<file path="src/rtl/cpu_pkg.sv">
`default_nettype none
// +------------------------------------------------------------------------+
// | Package : cpu_pkg                                                      |
// | Shared constants, extension-mode encoding and the 16->32 immediate     |
// | extension helper used by the MIPS pipeline stage registers.            |
// | Revision: 1.0  initial release                                         |
// +------------------------------------------------------------------------+
package cpu_pkg;

   localparam logic [31:0] NOP_IR       = 32'h0000_0000;
   localparam logic [31:0] PC_STEP      = 32'd4;
   localparam int          STALL_BUBBLE = 0;
   localparam int          STALL_HOLD   = 1;

   typedef enum logic [1:0] {
      EXT_ZERO  = 2'd0,
      EXT_SIGN  = 2'd1,
      EXT_UPPER = 2'd2
   } ext_mode_e;

   // Immediate extension: zero, sign, or shifted into the upper half (lui).
   function automatic logic [31:0] ext16(input logic [15:0] imm, input ext_mode_e mode);
      logic [31:0] w_res;
      case (mode)
         EXT_SIGN:  w_res = {{16{imm[15]}}, imm};
         EXT_UPPER: w_res = {imm, 16'h0000};
         default:   w_res = {16'h0000, imm};
      endcase
      return w_res;
   endfunction

endpackage
`default_nettype wire

</file>
<file path="src/rtl/sat_counter.sv">
`default_nettype none
// +------------------------------------------------------------------------+
// | Module  : sat_counter                                                  |
// | Up-counter that stops at its all-ones value instead of wrapping.       |
// | Ports   : clk    - rising-edge clock                                   |
// |           rst_n  - asynchronous active-low clear                       |
// |           i_inc  - count enable                                        |
// |           o_cnt  - current count                                       |
// | Revision: 1.0  initial release                                         |
// +------------------------------------------------------------------------+
module sat_counter #(
   parameter int CNT_W = 16
) (
   input  logic             clk,
   input  logic             rst_n,
   input  logic             i_inc,
   output logic [CNT_W-1:0] o_cnt
);

   localparam logic [CNT_W-1:0] c_MAX = {CNT_W{1'b1}};
   localparam logic [CNT_W-1:0] c_ONE = {{(CNT_W-1){1'b0}}, 1'b1};

   logic [CNT_W-1:0] r_cnt;

   always_ff @(posedge clk or negedge rst_n) begin
      if (!rst_n) begin
         r_cnt <= '0;
      end else if (i_inc && (r_cnt != c_MAX)) begin
         r_cnt <= r_cnt + c_ONE;
      end
   end

   assign o_cnt = r_cnt;

endmodule
`default_nettype wire

</file>
<file path="src/rtl/pipe_stage_reg.sv">
`default_nettype none
// +------------------------------------------------------------------------+
// | Module  : pipe_stage_reg                                               |
// | Inter-stage pipeline register for the 5-stage MIPS core (D->E, E->M,   |
// | M->W). Latches IR, PC+4/PC+8, NUM_CH operand channels and immediate    |
// | extensions, with flush, bubble-or-hold stall and saturating counters.  |
// | Ports   : clk, reset (async active-low), stall, flush, valid_in,       |
// |           ir_in, pc_in, ch_in -> valid_out, ir_out, pc4_out, pc8_out,  |
// |           ch_out, ext0_out, ext1_out, extu_out, stall_cnt, bubble_cnt  |
// | Revision: 1.0  initial release                                         |
// +------------------------------------------------------------------------+
module pipe_stage_reg
   import cpu_pkg::*;
#(
   parameter int DW         = 32,
   parameter int NUM_CH     = 2,
   parameter int STALL_MODE = 0,
   parameter int EXT_EN     = 1,
   parameter int CNT_W      = 16
) (
   input  logic                 clk,
   input  logic                 reset,
   input  logic                 stall,
   input  logic                 flush,
   input  logic                 valid_in,
   input  logic [31:0]          ir_in,
   input  logic [31:0]          pc_in,
   input  logic [NUM_CH*DW-1:0] ch_in,
   output logic                 valid_out,
   output logic [31:0]          ir_out,
   output logic [31:0]          pc4_out,
   output logic [31:0]          pc8_out,
   output logic [NUM_CH*DW-1:0] ch_out,
   output logic [31:0]          ext0_out,
   output logic [31:0]          ext1_out,
   output logic [31:0]          extu_out,
   output logic [CNT_W-1:0]     stall_cnt,
   output logic [CNT_W-1:0]     bubble_cnt
);

   // A stall only counts when flush does not override it.
   logic w_stall_eff;
   logic w_hold;
   logic w_bubble;

   assign w_stall_eff = stall & ~flush;
   assign w_hold      = w_stall_eff & (STALL_MODE == STALL_HOLD);
   assign w_bubble    = flush | (w_stall_eff & (STALL_MODE == STALL_BUBBLE));

   logic        r_valid;
   logic [31:0] r_ir;
   logic [31:0] r_pc4;
   logic [31:0] r_pc8;

   always_ff @(posedge clk or negedge reset) begin
      if (!reset) begin
         r_valid <= 1'b0;
         r_ir    <= NOP_IR;
         r_pc4   <= '0;
         r_pc8   <= '0;
      end else if (w_bubble) begin
         r_valid <= 1'b0;
         r_ir    <= NOP_IR;
         r_pc4   <= '0;
         r_pc8   <= '0;
      end else if (!w_hold) begin
         r_valid <= valid_in;
         r_ir    <= ir_in;
         r_pc4   <= pc_in + PC_STEP;
         r_pc8   <= pc_in + (PC_STEP << 1);
      end
   end

   assign valid_out = r_valid;
   assign ir_out    = r_ir;
   assign pc4_out   = r_pc4;
   assign pc8_out   = r_pc8;

   genvar k;
   generate
      for (k = 0; k < NUM_CH; k++) begin : g_ch
         logic [DW-1:0] r_ch;
         always_ff @(posedge clk or negedge reset) begin
            if (!reset) begin
               r_ch <= '0;
            end else if (w_bubble) begin
               r_ch <= '0;
            end else if (!w_hold) begin
               r_ch <= ch_in[k*DW +: DW];
            end
         end
         assign ch_out[k*DW +: DW] = r_ch;
      end
   endgenerate

   generate
      if (EXT_EN != 0) begin : g_ext
         logic [31:0] r_ext0;
         logic [31:0] r_ext1;
         logic [31:0] r_extu;
         always_ff @(posedge clk or negedge reset) begin
            if (!reset) begin
               r_ext0 <= '0;
               r_ext1 <= '0;
               r_extu <= '0;
            end else if (w_bubble) begin
               r_ext0 <= '0;
               r_ext1 <= '0;
               r_extu <= '0;
            end else if (!w_hold) begin
               r_ext0 <= ext16(ir_in[15:0], EXT_ZERO);
               r_ext1 <= ext16(ir_in[15:0], EXT_SIGN);
               r_extu <= ext16(ir_in[15:0], EXT_UPPER);
            end
         end
         assign ext0_out = r_ext0;
         assign ext1_out = r_ext1;
         assign extu_out = r_extu;
      end else begin : g_no_ext
         assign ext0_out = '0;
         assign ext1_out = '0;
         assign extu_out = '0;
      end
   endgenerate

   sat_counter #(.CNT_W(CNT_W)) u_stall_cnt (
      .clk   (clk),
      .rst_n (reset),
      .i_inc (w_stall_eff),
      .o_cnt (stall_cnt)
   );

   sat_counter #(.CNT_W(CNT_W)) u_bubble_cnt (
      .clk   (clk),
      .rst_n (reset),
      .i_inc (w_bubble),
      .o_cnt (bubble_cnt)
   );

endmodule
`default_nettype wire

</file>
<file path="config.mk">
export PLATFORM = sky130hd
export DESIGN_NAME = pipe_stage_reg
export DESIGN_NICKNAME = d
export VERILOG_FILES = /design/src/rtl/cpu_pkg.sv /design/src/rtl/sat_counter.sv /design/src/rtl/pipe_stage_reg.sv
export SDC_FILE = /design/constraint.sdc
export NUM_CORES = 1
export LEC_CHECK = 0
export ABC_AREA = 1
export ABC_CLOCK_PERIOD_IN_PS = 1400
export CORE_MARGIN = 10
export CORE_UTILIZATION = 39
export CTS_BUF_LIST = sky130_fd_sc_hd__clkbuf_2
export DETAILED_ROUTE_END_ITERATION = 8
export GPL_ROUTABILITY_DRIVEN = 1
export HOLD_SLACK_MARGIN = 0.08
export MAX_ROUTING_LAYER = met4
export PLACE_DENSITY = 0.79
export SYNTH_ARGS = -nofsm -noshare
export SYNTH_HDL_FRONTEND = slang
export SYNTH_SLANG_ARGS = --single-unit
</file>
<file path="constraint.sdc">
create_clock -name clk -period 1.4 [get_ports clk]
set_input_delay 0.14 -clock clk [delete_from_list [all_inputs] [get_ports clk]]
set_output_delay 0.14 -clock clk [all_outputs]
set_load 0.01 [all_outputs]
</file>
==> impl_results.md, run 1 <==
- Fmax: 589 MHz
- Worst slack, placed: -0.449 ns
- Status: complete, but fails checks
- Die area: 30,000 µm²
- Hold Crit Start: pc_in[8]
- First-pass GRT wire length: 57,600 µm
- Yosys cell types: 30
- Fin worst setup slack: -0.299 ns
- Yosys top cell by area: dfrtp_1
- Max-Cap Viols: 0
- All-layer global routing usage: 24.7%
- # port buffers: 389
- Worst skew pair latency: 0.79 ns
- Fin crit period: 1.70 ns
- Worst Hold Path Cells: 5
- Final hold violation count: 0
- Vias in the first global route: 10,200
- Crit end category: output port
- Vias per cell: 4.75
- Sequential area share after synthesis: 52.3%
- Fin crit share: 121%
- CTS clk-pin slew, worst paths: 0.34 ns
- Failing checks: negative setup slack
- CTS tree: yes
- Final Slew Violations: 0
- Die width: 173 µm
- Setup violations, final: 293
- Routed len/inst: 19.7 µm
- Finished Cell Area: 16,500 µm²
- Clock skew: 0.0449 ns
- Worst Path Max Fanout: 3
- Fin cells: 2,075
- Max VDD drop: 0.000507 V
- Final TNS setup: -37.14 ns
- RSZ-0062 raised after global routing: true
- Num rows: 55
- Die H: 173 µm
- Cells on worst reg2reg path: 9
- CTS root buffer: clkbuf_2
- Routed Antenna Nets: 0
- Worst hold path class: in -> reg
- Clock Tree Buf Depth: 2
- Initial core utilization: 40.0%
- Synth area leaders: dfrtp_1 52%, nand2_1 8.8%, nor2_1 8.7%
- H-tree Lvls: 4
- DRT Wirelength: 40,900 µm
- Share of cells above drive strength 1: 37.7%
- Synth top area share: 52.3%
- Grt ovf: 0
- PD cells: 825 nW/µm²
- GP Congestion: 0.885
- Min-Delay Endpoint: pc4_out[15]
- Clock sink total: 191
- Required time worst endpoint: 1.26 ns
- FF-to-FF setup slack: -0.24 ns
- DR iter-0 viols: 802
- Fin nets: 1,884
- Worst setup SP type: flip-flop
- Dpl cells: 1,826
- Worst r2r src: u_stall_cnt.o_cnt[8]
- I/O Pins: 422
- Kind of critical path: reg -> out
- DRC errors left: 0
- Synth Register Bits: 191
- Initial antenna violation count: 2
- Reg2reg end: u_stall_cnt.o_cnt[15]
- DP Area: 13,700 µm²
- Placed wire-length estimate: 25,500 µm
- Pre-antenna DRT Iters: 5
- Syn Inst Count: 1,099
- CTS buffer count: 17
- Lkg Pwr: 8.57 nW
- Synthesis Warnings: 0
- Core footprint: 22,800 µm²
- Via count: 9,861
- Largest net degree at the start of global routing: 41
- Mean Syn Cell Area: 8.31 µm²
- Worst EP arrival: 1.56 ns
- Netlist Area Pre-Place: 9140 µm²
- P&R area growth vs syn: 80.7%
[cells in the final DEF, fill, tap and decap left out, drive strengths merged]
master / n
xor2: 5
and3: 1
dfrtp: 191
diode: 2
nand2: 241
clkinv: 9
buf: 458
clkbuf: 20
conb: 32
nand3: 41
inv: 164
nand3b: 3
clkinvlp: 1
nor3b: 1
a21oi: 36
a2bb2oi: 1
nor2: 243
nor3: 5
clkdlybuf4s50: 130
ha: 4
xnor2: 6
nand4: 11
o21ai: 32
dlygate4sd3: 124
o211ai: 1
[power by group]
part / switching, mW / internal [mW]
clock network: 2.16 / 0.552
logic: 2.21 / 2.52
registers: 0.286 / 5.89
total: 4.65 / 8.96
[critical path: stages, from the launching register on]
cell,delay (ns)
dfrtp_2,0.50
buf_6,0.14
buf_6,0.12
[cell usage after synthesis]
| cell | count |
|---|---|
| xnor2_1 | 6 |
| nor2_1 | 211 |
| o21ai_1 | 1 |
| inv_2 | 3 |
| o211ai_1 | 1 |
| nand3_1 | 41 |
| a21oi_1 | 36 |
| ha_1 | 4 |
| nand4_1 | 11 |
| xor2_1 | 5 |
| o21ai_2 | 7 |
| and3_1 | 1 |
| clkbuf_1 | 2 |
| nor2_4 | 15 |
| nand2_1 | 214 |
| buf_1 | 1 |
| conb_1 | 1 |
| nand2_2 | 25 |
| nor3b_1 | 1 |
| nor3_1 | 5 |
| dfrtp_1 | 191 |
| nor2_2 | 17 |
| buf_4 | 98 |
| nand3b_1 | 3 |
| buf_2 | 14 |
| a2bb2oi_1 | 1 |
| o21ai_0 | 23 |
| inv_1 | 157 |
| buf_6 | 3 |
| o21ai_4 | 1 |
[routing by layer]
layer	up-vias	GRT usage, %	share of wire, %
met5	-	-	0
met4	0	7.44	4.7
met3	133	6.01	6.5
met2	499	45.8	53
met1	4758	25.3	36
li1	4471	-	-
[sequential cells by signal (all words and copies together), names as in the netlist]
register / count
ext1_out: 16
g_ch.r_ch: 64
ir_out: 16
pc4_out: 30
pc8_out: 32
u_bubble_cnt.o_cnt: 16
u_stall_cnt.o_cnt: 16
valid_out: 1
[metrics by stage]
stage | power [mW] | util, % | hold WS, ns
3_5_place_dp | 9.43 | 60.0 | 0.0815
3_3_place_gp | 9.33 | 60.0 | 0.0851
4_1_cts | 13.0 | 68.2 | 0.0829
5_1_grt | 14.2 | 72.3 | 0.0913
2_1_floorplan | 7.46 | - | -0.156
6_report | 13.6 | 72.3 | 0.166
[worst max-delay path by stage]
stage                                 end  slack, ns                 start
finish                         ir_out[12]      -0.30          ext1_out[12]
CTS                            ir_out[12]      -0.35          ext1_out[12]
floorplan           u_stall_cnt.o_cnt[10]      -0.04  u_stall_cnt.o_cnt[0]
global placement              pc4_out[26]      -0.39              pc_in[3]
detailed placement            pc4_out[30]      -0.45              pc_in[3]
global route                   ir_out[12]      -0.42          ext1_out[12]
[logic make-up after synthesis]
group	count (synthesis)	synth area share (%)
AO/OA/AOI/OAI	70	4.31
buffers and inverters	278	15.9
adder cells (fa/ha/maj)	4	0.548
other	1	0.0410
AND/OR/NAND/NOR	544	25.9
flip-flops	191	52.3
XOR/XNOR	11	1.05
[final cells by class]
type	instances	area, µm²
antenna	2	5.00
timing repair buffer	714	6950
clock inverter	14	134
fill	1516	6340
tap	313	392
multi-input combinational	663	3520
inverter	160	618
sequential	191	4800
clock buffer	18	90.1
[repair_timing]
item | CTS | global route
hold buffers | 124 | 1
endpoints found under the setup margin | 282 | 302
resized for setup | 1296 | 194
cloned | 4 | 0
pin swaps | 10 | 36
setup buffers | 66 | 29
endpoints found under the hold margin | 323 | 1
Power figures use the tool's default switching activity.
==> run 2: changes to the inputs <==
--- a/config.mk
+++ b/config.mk
@@ -17,4 +17,5 @@
 export PLACE_DENSITY = 0.79
 export SYNTH_ARGS = -nofsm -noshare
 export SYNTH_HDL_FRONTEND = slang
+export SYNTH_HIERARCHICAL = 1
 export SYNTH_SLANG_ARGS = --single-unit
==> impl_results.md, run 2 <==
- Hold Crit Start: pc_in[8]
- Failing checks: negative setup slack
- Delay-heaviest family, CP: flip-flops
- Max reg flops: 64 (unchanged)
- Core footprint: 23,300 µm² (+2.1%)
- Largest net degree at the start of global routing: 38 (-7.3%)
- CTS tree: yes
- Net Sw Power: 4.73 mW (+1.5%)
- Most instantiated cells after synthesis: 204 x nand2_1, 204 x nor2_1, 191 x dfrtp_1
- Most flops, register: g_ch.r_ch
- Crit-path cells: buf_6 -> buf_4
- First-pass GRT wire length: 55,900 µm (-2.9%)
- Mean Syn Cell Area: 8.38 µm² (+0.77%)
- Ys async rst share: 100% (unchanged)
- Worst skew pair latency: 0.81 ns (+0.02 ns)
- Initial core utilization: 39.4% (-0.60 points)
- Synth area leaders: dfrtp_1 52%, nand2_1 8.3%, nor2_1 8.3%
- Kind of critical path: reg -> out
- Routed Antenna Nets: 0 (unchanged)
- Switching share of power: 34.7% (+0.49 points)
- Num rows: 56 (+1.8%)
- I/O Pins: 422 (unchanged)
- Synth top area share: 52.0% (-0.31 points)
- Die area: 30,100 µm² (+0.52%)
- RSZ-0062 raised after global routing: true
- Max VDD drop: 0.000514 V (+1.5%)
- Worst Path Max Fanout: 15 (+12)
- PD cells: 841 nW/µm² (+2.0%)
- Synthesis Warnings: 6 (+6)
- Clock power share: 20.7% (+0.8 points)
- CTS clk-pin slew, worst paths: 0.34 ns (about the same)
- Synth Register Bits: 191 (unchanged)
- Max-Cap Viols: 0 (unchanged)
- Via count: 9,798 (-0.64%)
- Most common cell after layout, fill and taps aside: buf_6
- Power share of the combinational group: 34.1% (-0.7 points)
- Clock Tree Buf Depth: 2 (unchanged)
- DP Area: 13,700 µm² (-0.24%)
- Lkg Pwr: 8.50 nW (-0.84%)
- GP Congestion: 0.892 (+0.69%)
- Initial antenna violation count: 4 (+2)
- Worst setup SP type: flip-flop
- Share of cells above drive strength 1: 35.1% (-2.6 points)
- Setup violations, final: 294 (+0.34%)
- Die H: 174 µm (+0.26%)
- Cells on worst reg2reg path: 9 (unchanged)
- Post-synth top flop: dfrtp_1
- Final TNS setup: -41.17 ns (-4.03 ns)
- # port buffers: 389 (unchanged)
- Syn Inst Count: 1,097 (-0.18%)
- Netlist Area Pre-Place: 9190 µm² (+0.59%)
- P&R area growth vs syn: 76.3%
- DR iter-0 viols: 721 (-10%)
- Worst r2r src: u_bubble_cnt/o_cnt[7]
- H-tree Lvls: 4 (unchanged)
- Min-Delay Endpoint: pc8_out[8]
- Clock skew: 0.0502 ns (+0.00540 ns)
- Worst Hold Path Cells: 4 (-1)
- Yosys cell types: 28 (-6.7%)
- Yosys top cell by area: dfrtp_1
- FF-to-FF setup slack: -0.19 ns (+0.05 ns)
- Final hold violation count: 0 (unchanged)
- Required time worst endpoint: 1.26 ns (about the same)
- Slowest CP cell: dfrtp_1
- Grt ovf: 0 (unchanged)
- Vias per cell: 4.74 (-0.35%)
- Fin crit period: 1.74 ns (+0.0378 ns)
- Clock sink total: 191 (unchanged)
- Sequential share of power: 45.2% (about the same)
- Fin worst setup slack: -0.336 ns (-0.0378 ns)
- Crit path largest cell delay: 0.49 ns (about the same)
- Pre-antenna DRT Iters: 5 (unchanged)
- Vias in the first global route: 9,932 (-2.2%)
- # fillers: 1,613 (+6.4%)
- Fin nets: 1,870 (-0.74%)
- CTS buffer count: 17 (unchanged)
- Reg2reg end: u_bubble_cnt/o_cnt[9]
- Sequential area share after synthesis: 52.0% (-0.31 points)
- Die width: 174 µm (+0.26%)
- Routed len/inst: 19.1 µm (-2.8%)
- All-layer global routing usage: 24.0% (-0.74 points)
- Status: complete, but fails checks
- Worst EP arrival: 1.60 ns (+0.04 ns)
- Fmax: 576 MHz (-2.2%)
- WP buf/inv: 2 (unchanged)
- Most frequent cells in the layout: 230 x buf_6, 186 x nor2_1, 183 x dfrtp_1
- Worst hold path class: in -> reg
- Placed wire-length estimate: 25,400 µm (-0.40%)
- Fin crit share: 124% (+2.7 points)
- CTS root buffer: clkbuf_2
- Final Slew Violations: 0 (unchanged)
- Number of flops mapped to enable cells by yosys: 0 (unchanged)
- Finished Cell Area: 16,200 µm² (-1.8%)
- Crit end category: output port
- DRT Wirelength: 39,600 µm (-3.1%)
- DRC errors left: 0 (unchanged)
- Pint: 8.90 mW (-0.65%)
-- run 2: timing repair --
item	CTS	global route
endpoints found under the hold margin	314	14
buffers inserted	67	28
pin swaps	12	43
hold buffers	117	11
cloned	2	1
resized for setup	1272	153
setup endpoints to repair	266	312
-- run 2: routing by layer --
layer  vias up  wire length [µm]  GRT usage [%]
met5         -                 0              -
met4         0              1710           10.2
met3       115              2860           5.66
met2       554             20300           40.9
met1      4665             14700           26.4
li1       4464                 -              -
-- run 2: worst max path at each step --
stage,slack (ns),depth (start not counted),to,startpoint
2_1_floorplan,0.02,9,u_bubble_cnt/o_cnt[6],u_bubble_cnt/o_cnt[0]
4_1_cts,-0.32,2,ext1_out[15],ext1_out[30]
3_3_place_gp,-0.40,9,pc4_out[28],pc_in[3]
5_1_grt,-0.49,2,ext0_out[15],ext1_out[30]
6_report,-0.34,2,ext1_out[15],ext1_out[30]
3_5_place_dp,-0.50,9,pc4_out[28],pc_in[3]
-- run 2: layout make-up --
cell class / instances / area, µm² / share of cell area [%]
clock inverters: 15 / 148 / 0.911
inverters: 164 / 623 / 3.84
multi-input cells: 656 / 3420 / 21.1
well taps: 319 / 399 / 2.46
diodes: 4 / 10.0 / 0.0618
clock buffers: 17 / 85.1 / 0.525
flip-flops and latches: 191 / 4790 / 29.6
repair buffers: 703 / 6740 / 41.6
-- run 2: cell families after synthesis --
kind of cell,after synthesis,synth area share (%)
DFF,191,52.0
and+or+nand+nor,525,25.5
adders and majority gates,4,0.545
AOI/OAI and AO/OA,80,4.60
buffers and inverters,283,16.0
xor gates and xnor gates,13,1.24
other,1,0.0408
-- run 2: per-stage QoR --
| stage | setup slack [ns] | hold WS [ns] | power [mW] | utilization (%) | cells |
|---|---|---|---|---|---|
| 4_1_cts | -0.321 | 0.0872 | 13.0 | 65.8 | 2036 |
| 5_1_grt | -0.486 | 0.0978 | 14.2 | 69.5 | 2069 |
| 2_1_floorplan | 0.0235 | -0.156 | 7.54 | - | 1128 |
| 6_report | -0.336 | 0.164 | 13.6 | 69.5 | 2069 |
| 3_3_place_gp | -0.404 | 0.105 | 9.41 | 58.6 | 1821 |
| 3_5_place_dp | -0.504 | 0.110 | 9.50 | 58.6 | 1821 |
-- run 2: power groups by stage --
stage	sequential [mW]	combinational [mW]	clock [mW]
3_5_place_dp	6.26	3.23	0
3_3_place_gp	6.25	3.16	0
6_report	6.16	4.65	2.82
5_1_grt	6.19	4.92	3.10
2_1_floorplan	6.45	1.09	0
4_1_cts	6.10	4.05	2.86
-- run 2: worst register-to-register path, cell delays in order, from the launching register on --
cell     delay (ns)
dfrtp_1        0.43
buf_4          0.15
nand2_1        0.14
nor2_2         0.15
nand2_2        0.10
nor2_4         0.13
nor2_4         0.05
buf_6          0.13
buf_16         0.13
o21ai_2        0.14
